File: src/rtl/nextpc_btb_unit_pkg.sv
// -----------------------------------------------------------------------------
// nextpc_btb_unit_pkg
//   Shared definitions for the fetch-stage next-PC unit: RISC-V opcode fields
//   for the control instructions, EX/MEM resolution type encodings, link
//   register numbers and small decode / counter helpers.
// -----------------------------------------------------------------------------
package nextpc_btb_unit_pkg;

  // Opcode field inst[6:2] of the control-transfer instructions.
  localparam logic [4:0] OPC_BRANCH = 5'b11000;
  localparam logic [4:0] OPC_JALR   = 5'b11001;
  localparam logic [4:0] OPC_JAL    = 5'b11011;

  // Link registers recognised for call/return hinting.
  localparam logic [4:0] REG_X0 = 5'd0;
  localparam logic [4:0] REG_RA = 5'd1;
  localparam logic [4:0] REG_T0 = 5'd5;

  // Resolution type reported by the EX/MEM stage.
  typedef enum logic [1:0] {
    EM_OTHER  = 2'd0,
    EM_JALR   = 2'd1,
    EM_BRANCH = 2'd2,
    EM_JAL    = 2'd3
  } em_type_e;

  typedef struct packed {
    logic       is_jal;
    logic       is_jalr;
    logic [4:0] rd;
    logic [4:0] rs1;
  } ctl_decode_t;

  function automatic logic is_link(input logic [4:0] r);
    return (r == REG_RA) || (r == REG_T0);
  endfunction

  // Only 32-bit encodings (quadrant 2'b11) are control instructions; JALR
  // additionally requires funct3 == 0.
  function automatic ctl_decode_t decode_ctl(input logic [31:0] inst);
    ctl_decode_t d;
    d.is_jal  = (inst[1:0] == 2'b11) && (inst[6:2] == OPC_JAL);
    d.is_jalr = (inst[1:0] == 2'b11) && (inst[6:2] == OPC_JALR) && (inst[14:12] == 3'b000);
    d.rd      = inst[11:7];
    d.rs1     = inst[19:15];
    return d;
  endfunction

  // J-type immediate as a 21-bit two's-complement byte offset.
  function automatic logic [20:0] j_imm(input logic [31:0] inst);
    return {inst[31], inst[19:12], inst[20], inst[30:21], 1'b0};
  endfunction

  function automatic logic [1:0] sat_inc(input logic [1:0] c);
    return (c == 2'b11) ? c : c + 2'd1;
  endfunction

  function automatic logic [1:0] sat_dec(input logic [1:0] c);
    return (c == 2'b00) ? c : c - 2'd1;
  endfunction

endpackage

File: src/rtl/nextpc_btb_unit_if.sv
// -----------------------------------------------------------------------------
// nextpc_btb_unit_if
//   Fetch and resolution bus of the next-PC unit.
//   master : pipeline side -- drives fetch state (stall/inst/current_pc) and the
//            EX/MEM resolution (em_*), receives nextpc/pred_taken/flush.
//   slave  : next-PC unit side.
// -----------------------------------------------------------------------------
interface nextpc_btb_unit_if #(
  parameter int XLEN = 32
);
  logic            stall;
  logic [31:0]     inst;
  logic [XLEN-1:0] current_pc;
  logic            em_valid;
  logic [1:0]      em_type;
  logic [XLEN-1:0] em_pc;
  logic            em_taken;
  logic [XLEN-1:0] em_baddr;
  logic            em_guess;
  logic [XLEN-1:0] em_pred_target;
  logic [XLEN-1:0] nextpc;
  logic            pred_taken;
  logic            flush;

  modport master (
    output stall, inst, current_pc,
    output em_valid, em_type, em_pc, em_taken, em_baddr, em_guess, em_pred_target,
    input  nextpc, pred_taken, flush
  );

  modport slave (
    input  stall, inst, current_pc,
    input  em_valid, em_type, em_pc, em_taken, em_baddr, em_guess, em_pred_target,
    output nextpc, pred_taken, flush
  );
endinterface

File: src/rtl/nextpc_btb_unit_btb_table.sv
// -----------------------------------------------------------------------------
// nextpc_btb_unit_btb_table
//   Direct-mapped branch target buffer, ENTRIES x {valid, tag, target, cnt}.
//   Ports:
//     clk, rst                synchronous active-high reset
//     rd_idx/rd_tag           combinational lookup -> rd_hit, rd_taken, rd_target
//     wr_en/wr_idx/wr_tag     resolution update of one entry
//     wr_taken/wr_target      actual direction and target of the resolved op
//   The lookup returns registered state only, so a same-cycle update to the
//   same index becomes visible on the following cycle.
// -----------------------------------------------------------------------------
module nextpc_btb_unit_btb_table
  import nextpc_btb_unit_pkg::*;
#(
  parameter int         XLEN     = 32,
  parameter int         ENTRIES  = 16,
  parameter logic [1:0] CNT_INIT = 2'b01,
  localparam int        IDX_W    = $clog2(ENTRIES),
  localparam int        TAG_W    = XLEN - IDX_W - 2
) (
  input  logic             clk,
  input  logic             rst,
  input  logic [IDX_W-1:0] rd_idx,
  input  logic [TAG_W-1:0] rd_tag,
  output logic             rd_hit,
  output logic             rd_taken,
  output logic [XLEN-1:0]  rd_target,
  input  logic             wr_en,
  input  logic [IDX_W-1:0] wr_idx,
  input  logic [TAG_W-1:0] wr_tag,
  input  logic             wr_taken,
  input  logic [XLEN-1:0]  wr_target
);

  logic [ENTRIES-1:0] valid_q;
  logic [TAG_W-1:0]   tag_q    [ENTRIES];
  logic [XLEN-1:0]    target_q [ENTRIES];
  logic [1:0]         cnt_q    [ENTRIES];

  logic wr_hit;

  assign rd_hit    = valid_q[rd_idx] && (tag_q[rd_idx] == rd_tag);
  assign rd_taken  = cnt_q[rd_idx][1];
  assign rd_target = target_q[rd_idx];

  assign wr_hit    = valid_q[wr_idx] && (tag_q[wr_idx] == wr_tag);

  // NOTE: tag/target storage is deliberately left out of reset; an entry is
  // qualified by its valid bit, so only valid and the counters are cleared.
  always_ff @(posedge clk) begin
    if (rst) begin
      valid_q <= '0;
      for (int i = 0; i < ENTRIES; i++) cnt_q[i] <= CNT_INIT;
    end else if (wr_en) begin
      if (wr_taken) begin
        target_q[wr_idx] <= wr_target;
        if (wr_hit) begin
          cnt_q[wr_idx] <= sat_inc(cnt_q[wr_idx]);
        end else begin
          // Taken miss: allocate, evicting any alias, as weakly taken.
          valid_q[wr_idx] <= 1'b1;
          tag_q[wr_idx]   <= wr_tag;
          cnt_q[wr_idx]   <= 2'b10;
        end
      end else if (wr_hit) begin
        cnt_q[wr_idx] <= sat_dec(cnt_q[wr_idx]);
      end
    end
  end

endmodule

File: src/rtl/nextpc_btb_unit.sv
// -----------------------------------------------------------------------------
// nextpc_btb_unit
//   Fetch-stage next-PC generator with a direct-mapped BTB (2-bit counters)
//   and a circular return-address stack.
//   Ports:
//     clk, rst  rising-edge clock, synchronous active-high reset
//     bus       nextpc_btb_unit_if.slave:
//                 stall/inst/current_pc           fetch state
//                 em_valid/em_type/em_pc/em_taken/em_baddr/em_guess/em_pred_target
//                                                 EX/MEM resolution
//                 nextpc/pred_taken/flush         prediction and redirect
//   nextpc priority: reset > mispredict repair > stall > RAS return
//   > BTB taken hit > decoded JAL > sequential. All PC arithmetic wraps.
// -----------------------------------------------------------------------------
module nextpc_btb_unit
  import nextpc_btb_unit_pkg::*;
#(
  parameter int              XLEN        = 32,
  parameter int              BTB_ENTRIES = 16,
  parameter int              RAS_DEPTH   = 4,
  parameter logic [1:0]      CNT_INIT    = 2'b01,
  parameter logic [XLEN-1:0] RESET_PC    = '0
) (
  input logic               clk,
  input logic               rst,
  nextpc_btb_unit_if.slave  bus
);

  localparam int              IDX_W    = $clog2(BTB_ENTRIES);
  localparam int              TAG_W    = XLEN - IDX_W - 2;
  localparam int              RAS_W    = $clog2(RAS_DEPTH);
  localparam logic [RAS_W-1:0] PTR_ONE  = RAS_W'(1);
  localparam logic [RAS_W:0]   CNT_ONE  = (RAS_W + 1)'(1);
  localparam logic [RAS_W:0]   RAS_FULL = (RAS_W + 1)'(RAS_DEPTH);
  localparam logic [XLEN-1:0]  ADD4     = XLEN'(4);

  // ---------------------------------------------------------------- decode
  ctl_decode_t     dec;
  logic            call_form;
  logic            ret_form;
  logic            ret_pred;
  logic [XLEN-1:0] pc_plus4;
  logic [XLEN-1:0] jal_target;
  logic [20:0]     jimm;

  assign dec        = decode_ctl(bus.inst);
  assign jimm       = j_imm(bus.inst);
  assign pc_plus4   = bus.current_pc + ADD4;
  assign jal_target = bus.current_pc + {{(XLEN-21){jimm[20]}}, jimm};

  // A JALR linking through x1/x5 while reading x1/x5 both pops and pushes.
  assign call_form = (dec.is_jal || dec.is_jalr) && is_link(dec.rd);
  assign ret_form  = dec.is_jalr && is_link(dec.rs1) &&
                     ((dec.rd == REG_X0) || is_link(dec.rd));

  // ------------------------------------------------------------- mispredict
  logic mispredict;

  assign mispredict = bus.em_valid && (em_type_e'(bus.em_type) != EM_OTHER) &&
                      ((bus.em_taken != bus.em_guess) ||
                       (bus.em_taken && (bus.em_baddr != bus.em_pred_target)));

  // -------------------------------------------------------------------- BTB
  logic            btb_hit;
  logic            btb_taken;
  logic [XLEN-1:0] btb_target;

  nextpc_btb_unit_btb_table #(
    .XLEN     (XLEN),
    .ENTRIES  (BTB_ENTRIES),
    .CNT_INIT (CNT_INIT)
  ) u_btb (
    .clk       (clk),
    .rst       (rst),
    .rd_idx    (bus.current_pc[IDX_W+1:2]),
    .rd_tag    (bus.current_pc[XLEN-1:IDX_W+2]),
    .rd_hit    (btb_hit),
    .rd_taken  (btb_taken),
    .rd_target (btb_target),
    .wr_en     (bus.em_valid && (em_type_e'(bus.em_type) != EM_OTHER)),
    .wr_idx    (bus.em_pc[IDX_W+1:2]),
    .wr_tag    (bus.em_pc[XLEN-1:IDX_W+2]),
    .wr_taken  (bus.em_taken),
    .wr_target (bus.em_baddr)
  );

  // -------------------------------------------------------------------- RAS
  logic [XLEN-1:0]  ras_q [RAS_DEPTH];
  logic [RAS_W-1:0] ras_ptr_q;   // next free slot; top is ras_ptr_q-1
  logic [RAS_W:0]   ras_cnt_q;
  logic [RAS_W-1:0] ras_top_idx;
  logic             ras_nonempty;

  assign ras_top_idx  = ras_ptr_q - PTR_ONE;
  assign ras_nonempty = (ras_cnt_q != '0);
  assign ret_pred     = dec.is_jalr && is_link(dec.rs1) && (dec.rd == REG_X0) && ras_nonempty;

  // NOTE: sequential state uses non-blocking assignments so every register
  // samples pre-edge values regardless of statement order.
  always_ff @(posedge clk) begin
    if (rst) begin
      ras_ptr_q <= '0;
      ras_cnt_q <= '0;
    end else if (!bus.stall && !mispredict) begin
      if (call_form && ret_form && ras_nonempty) begin
        ras_q[ras_top_idx] <= pc_plus4;               // pop+push: replace top
      end else if (call_form) begin
        ras_q[ras_ptr_q] <= pc_plus4;                 // full: overwrites oldest
        ras_ptr_q        <= ras_ptr_q + PTR_ONE;
        if (ras_cnt_q != RAS_FULL) ras_cnt_q <= ras_cnt_q + CNT_ONE;
      end else if (ret_form && ras_nonempty) begin
        ras_ptr_q <= ras_top_idx;
        ras_cnt_q <= ras_cnt_q - CNT_ONE;
      end
    end
  end

  // ------------------------------------------------------------- next-PC mux
  // NOTE: every output gets a default first so the comb block cannot infer
  // a latch on any priority path.
  always_comb begin
    bus.nextpc     = pc_plus4;
    bus.pred_taken = 1'b0;
    bus.flush      = 1'b0;
    if (rst) begin
      bus.nextpc = RESET_PC;
    end else if (mispredict) begin
      bus.nextpc = bus.em_taken ? bus.em_baddr : (bus.em_pc + ADD4);
      bus.flush  = 1'b1;
    end else if (bus.stall) begin
      bus.nextpc = bus.current_pc;
    end else if (ret_pred) begin
      bus.nextpc     = ras_q[ras_top_idx];
      bus.pred_taken = 1'b1;
    end else if (btb_hit && btb_taken) begin
      bus.nextpc     = btb_target;
      bus.pred_taken = 1'b1;
    end else if (dec.is_jal) begin
      bus.nextpc     = jal_target;
      bus.pred_taken = 1'b1;
    end
  end

endmodule

File: src/flat_wrapper.sv
// flat-port wrapper written by rule: the top's interface ports become plain ports
module nextpc_btb_unit_flat import nextpc_btb_unit_pkg::*;
#(
  parameter int              XLEN        = 32,
  parameter int              BTB_ENTRIES = 16,
  parameter int              RAS_DEPTH   = 4,
  parameter logic [1:0]      CNT_INIT    = 2'b01,
  parameter logic [XLEN-1:0] RESET_PC    = '0
)
  (clk, rst, bus_stall, bus_inst, bus_current_pc, bus_em_valid, bus_em_type, bus_em_pc, bus_em_taken, bus_em_baddr, bus_em_guess, bus_em_pred_target, bus_nextpc, bus_pred_taken, bus_flush);
  nextpc_btb_unit_if #(.XLEN(XLEN)) bus_i ();
  input logic clk;
  input logic rst;
  input wire logic [$bits(bus_i.stall)-1:0] bus_stall;
  input wire logic [$bits(bus_i.inst)-1:0] bus_inst;
  input wire logic [$bits(bus_i.current_pc)-1:0] bus_current_pc;
  input wire logic [$bits(bus_i.em_valid)-1:0] bus_em_valid;
  input wire logic [$bits(bus_i.em_type)-1:0] bus_em_type;
  input wire logic [$bits(bus_i.em_pc)-1:0] bus_em_pc;
  input wire logic [$bits(bus_i.em_taken)-1:0] bus_em_taken;
  input wire logic [$bits(bus_i.em_baddr)-1:0] bus_em_baddr;
  input wire logic [$bits(bus_i.em_guess)-1:0] bus_em_guess;
  input wire logic [$bits(bus_i.em_pred_target)-1:0] bus_em_pred_target;
  output wire logic [$bits(bus_i.nextpc)-1:0] bus_nextpc;
  output wire logic [$bits(bus_i.pred_taken)-1:0] bus_pred_taken;
  output wire logic [$bits(bus_i.flush)-1:0] bus_flush;
  assign bus_i.stall = bus_stall;
  assign bus_i.inst = bus_inst;
  assign bus_i.current_pc = bus_current_pc;
  assign bus_i.em_valid = bus_em_valid;
  assign bus_i.em_type = bus_em_type;
  assign bus_i.em_pc = bus_em_pc;
  assign bus_i.em_taken = bus_em_taken;
  assign bus_i.em_baddr = bus_em_baddr;
  assign bus_i.em_guess = bus_em_guess;
  assign bus_i.em_pred_target = bus_em_pred_target;
  assign bus_nextpc = bus_i.nextpc;
  assign bus_pred_taken = bus_i.pred_taken;
  assign bus_flush = bus_i.flush;
  nextpc_btb_unit #(.XLEN(XLEN), .BTB_ENTRIES(BTB_ENTRIES), .RAS_DEPTH(RAS_DEPTH), .CNT_INIT(CNT_INIT), .RESET_PC(RESET_PC)) u_core (.clk(clk), .rst(rst), .bus(bus_i));
endmodule
File: config.mk
export PLATFORM = sky130hd
export DESIGN_NAME = nextpc_btb_unit_flat
export DESIGN_NICKNAME = d
export VERILOG_FILES = /design/src/rtl/nextpc_btb_unit_pkg.sv /design/src/rtl/nextpc_btb_unit_if.sv /design/src/rtl/nextpc_btb_unit_btb_table.sv /design/src/rtl/nextpc_btb_unit.sv /design/src/flat_wrapper.sv
export SDC_FILE = /design/constraint.sdc
export NUM_CORES = 2
export LEC_CHECK = 0
export ABC_CLOCK_PERIOD_IN_PS = 14400
export CAP_MARGIN = 20
export CELL_PAD_IN_SITES_DETAIL_PLACEMENT = 1
export CELL_PAD_IN_SITES_GLOBAL_PLACEMENT = 2
export CORE_UTILIZATION = 49
export CTS_BUF_LIST = sky130_fd_sc_hd__clkbuf_2
export CTS_CLUSTER_DIAMETER = 150
export DETAILED_ROUTE_END_ITERATION = 16
export HOLD_SLACK_MARGIN = 0.1
export PLACE_DENSITY = 0.86
export SKIP_CTS_REPAIR_TIMING = 1
export SLEW_MARGIN = 20
export SYNTH_ARGS = -nofsm -noshare
export SYNTH_HDL_FRONTEND = slang
export SYNTH_SLANG_ARGS = --single-unit
File: constraint.sdc
create_clock -name clk -period 14.4 [get_ports clk]
set_clock_uncertainty 0.05 [all_clocks]
set_input_delay 3.6 -clock clk [delete_from_list [all_inputs] [get_ports clk]]
set_output_delay 3.6 -clock clk [all_outputs]
set_load 0.01 [all_outputs]
==> run metrics <==
post-synthesis mux area share=20.1%; Crit path required time=10750 ps; number of synthesized flops with an enable pin=1088; Sw Share=27.0%; Syn. warnings=0; CP arrival=9380 ps; Num CTS Buffers=297; maxcap violations=0; Mean Syn Cell Area=17.4 um2; crit start category=input port; Die W=326 um; area share of fa/ha/maj cells after synthesis=0.932%; CP max FO=67; Root Driver=clkbuf_2; DRT iter0 DRCs=4605; sequential share of power=55.7%; Slew Limit Fails=0; largest net degree at the start of global routing=93; Post-DRT Antenna Nets=0; Worst-Skew Late Latency=1590 ps; synth unique cells=70; net switching power=0.00173 W; vias in the first global route=34.2k; Synth Instances=2953; Initial Utilization=49.5%; layout cell share with drive strength beyond 1=28.3%; Final Setup Violations=0; total gr overflow=0; Rows=118; Main synth FF type=edfxtp_1; CP top delay family=buffers and inverters; clk buf depth=4; core area=104000 um2; DR vias/cell=6.65; Final period util=90.5%; DRT Pass-1 Iters=6; largest family of logic cells by synthesized area=multiplexers; RSZ-0062 raised after global routing=false; die area=106000 um2; WS Path Type=input port to output pin; Slew headroom=21.2%; post-synthesis cell type with the largest combined area=edfxtp_1; Area contributors post-synth=edfxtp_1 64%, mux4_2 18%, mux2i_1 2.4%; TritonCTS clock tree=yes; number of port buffers=201; antenna violations before repair=11; sequential element share of the synthesized area=64.5%; post-route DRC violation count=0; Bufs and invs on worst path=4; register bit total from synthesis=1109; maximum clock frequency=76.7 MHz; layout net count=3563; slowest stage cell, crit path=or4_1; clock-pin slew on the worst setup and hold paths=110 ps; cell leakage power=19.1 nW; CP endpoint kind=output pin; final hold viol count=0; clock power share=33.6%; Worst-Margin Slew=1180 ps; Compound-Gate Fraction of Synth Area=4.69%; outcome=finished clean; DP HPWL=104000 um; Worst VDD drop=75.6 uV; final instance area=57600 um2; most frequent cell after synthesis=edfxtp_1; cell internal pwr=0.00467 W; xor and xnor area share after synthesis=2.83%; Sum Neg Setup Slack=0 ps; most frequent cells after synthesis=1088 x edfxtp_1, 400 x mux4_2, 181 x nand2_1, 123 x mux2i_1, 115 x clkbuf_1; Syn Nets=3158; clock tree sinks=1109; Logic pwr share=10.7%; Critical Path, Cell by Cell=buf_8 -> buf_4 -> mux4_2 -> mux4_2 -> xnor2_1 -> nand4_1 -> or4_1 -> nor4_4 -> buf_4 -> nor3_1 -> or4_1 -> a221oi_2 -> clkdlybuf4s50_1; worst hold path class=register to register; Power Dens Cells=111 nW/um2; first-pass GRT wire length=241000 um; H-Tree Depth=5; top cell type's share of synthesized area=63.7%; Ports=202; Routed WL=169000 um; Crit path largest cell delay=620 ps; Area Overhead vs Synth=12.2%; chip height=326 um; gpl congestion=0.945; post-synthesis instance area=51300 um2; Global Route Usage Sum=31.9%; area post-placement=55100 um2; post-synthesis simple-gate area fraction=5.15%; via count=32.8k; wire per inst=34.3 um; overall power=0.00640 W; Final min period=13030 ps; Synth async-reset ratio=0%
-- registers in the layout, summed over array words and instances (netlist names) --
signal	flops
u_core.ras_cnt_q	3
u_core.ras_ptr_q	2
u_core.ras_q	128
u_core.u_btb.cnt_q	32
u_core.u_btb.tag_q	416
u_core.u_btb.target_q	512
u_core.u_btb.valid_q	16
-- layer usage --
metal / track usage, % / wire, um
met4: 13.4 / 6600
met2: 50.2 / 80500
met5: 0 / 56
met3: 7.36 / 18100
met1: 43.2 / 63900
-- power groups by stage --
stage / sequential (W) / clock (W) / combinational [W]
2_1_floorplan: 0.00364 / 0 / 0.000363
3_3_place_gp: 0.00364 / 0 / 0.000651
3_5_place_dp: 0.00364 / 0 / 0.000671
4_1_cts: 0.00357 / 0.00218 / 0.000673
5_1_grt: 0.00357 / 0.00233 / 0.000709
6_report: 0.00357 / 0.00215 / 0.000684
-- per-stage QoR --
step                hold WS, ps  util, %  std cells  setup slack (ps)
CTS                         440     55.5       4922              1410
global placement            400     53.1       4438              1530
floorplan                   393        -       2953              3580
global route                467     55.6       4929              1220
detailed placement          415     53.1       4438              1430
finish                      450     55.6       4929              1370
-- area by class of cell --
| type | instances | area [um2] |
|---|---|---|
| clock buffers | 421 | 2110 |
| clock inverters | 63 | 360 |
| multi-input cells | 1631 | 17500 |
| diodes | 6 | 15.0 |
| well taps | 1380 | 1730 |
| inverters | 25 | 95.1 |
| flip-flops and latches | 1109 | 33100 |
| repair buffers | 294 | 2720 |
| fillers | 9771 | 46100 |
-- cell usage in the layout (no fill, tap or decap), types with 10 or more instances in the layout --
master           Yosys  layout
edfxtp_1          1088    1088
clkbuf_2             0     421
mux4_2             400     400
clkdlybuf4s50_1      0     192
nand2_1            181     181
mux2i_1            123     123
xnor2_1            112     112
nor2_1             113     103
buf_4               15      92
o21ai_0             73      73
a21oi_1             62      61
nand3_1             56      56
xor2_1              54      54
nand4_1             46      46
clkinv_1             1      44
o221ai_1            37      37
ha_1                35      35
a21o_1              31      31
nor3_1              29      28
and3_1              45      27
inv_1               24      23
dfxtp_1             21      20
a211oi_1            16      16
and3_2               0      15
nand2b_1            12      12
clkinv_2             0      12
nor2b_1             12      12
o22ai_1             12      12
o211ai_1            11      11
and2_1              11      11
a22oi_1             11      11
a22o_1              10      10
nor2_4               0      10
-- logic make-up (layout without fill, tap and decap cells) --
group | Yosys count | after routing
DFF | 1109 | 1109
buffers and inverters | 213 | 803
muxes | 530 | 530
AOI/OAI and AO/OA | 350 | 350
other | 0 | 6
xor gates and xnor gates | 166 | 166
adders and majority gates | 37 | 37
and+or+nand+nor | 548 | 548
-- final timing paths --
check                                                           start  slack, ps  cells past startpoint                                    end
worst max-delay path                                bus_current_pc[2]       1370                     13                         bus_nextpc[22]
worst min-delay path            u_core.u_btb.valid_q[11]$_SDFFE_PP0N_        450                      1  u_core.u_btb.valid_q[11]$_SDFFE_PP0N_
worst max register to register     u_core.u_btb.tag_q[3][4]$_DFFE_PP_       9880                      8    u_core.u_btb.tag_q[0][12]$_DFFE_PP_
worst min register to register  u_core.u_btb.valid_q[11]$_SDFFE_PP0N_        450                      1  u_core.u_btb.valid_q[11]$_SDFFE_PP0N_
No activity file was read; power rests on OpenSTA's default activity.
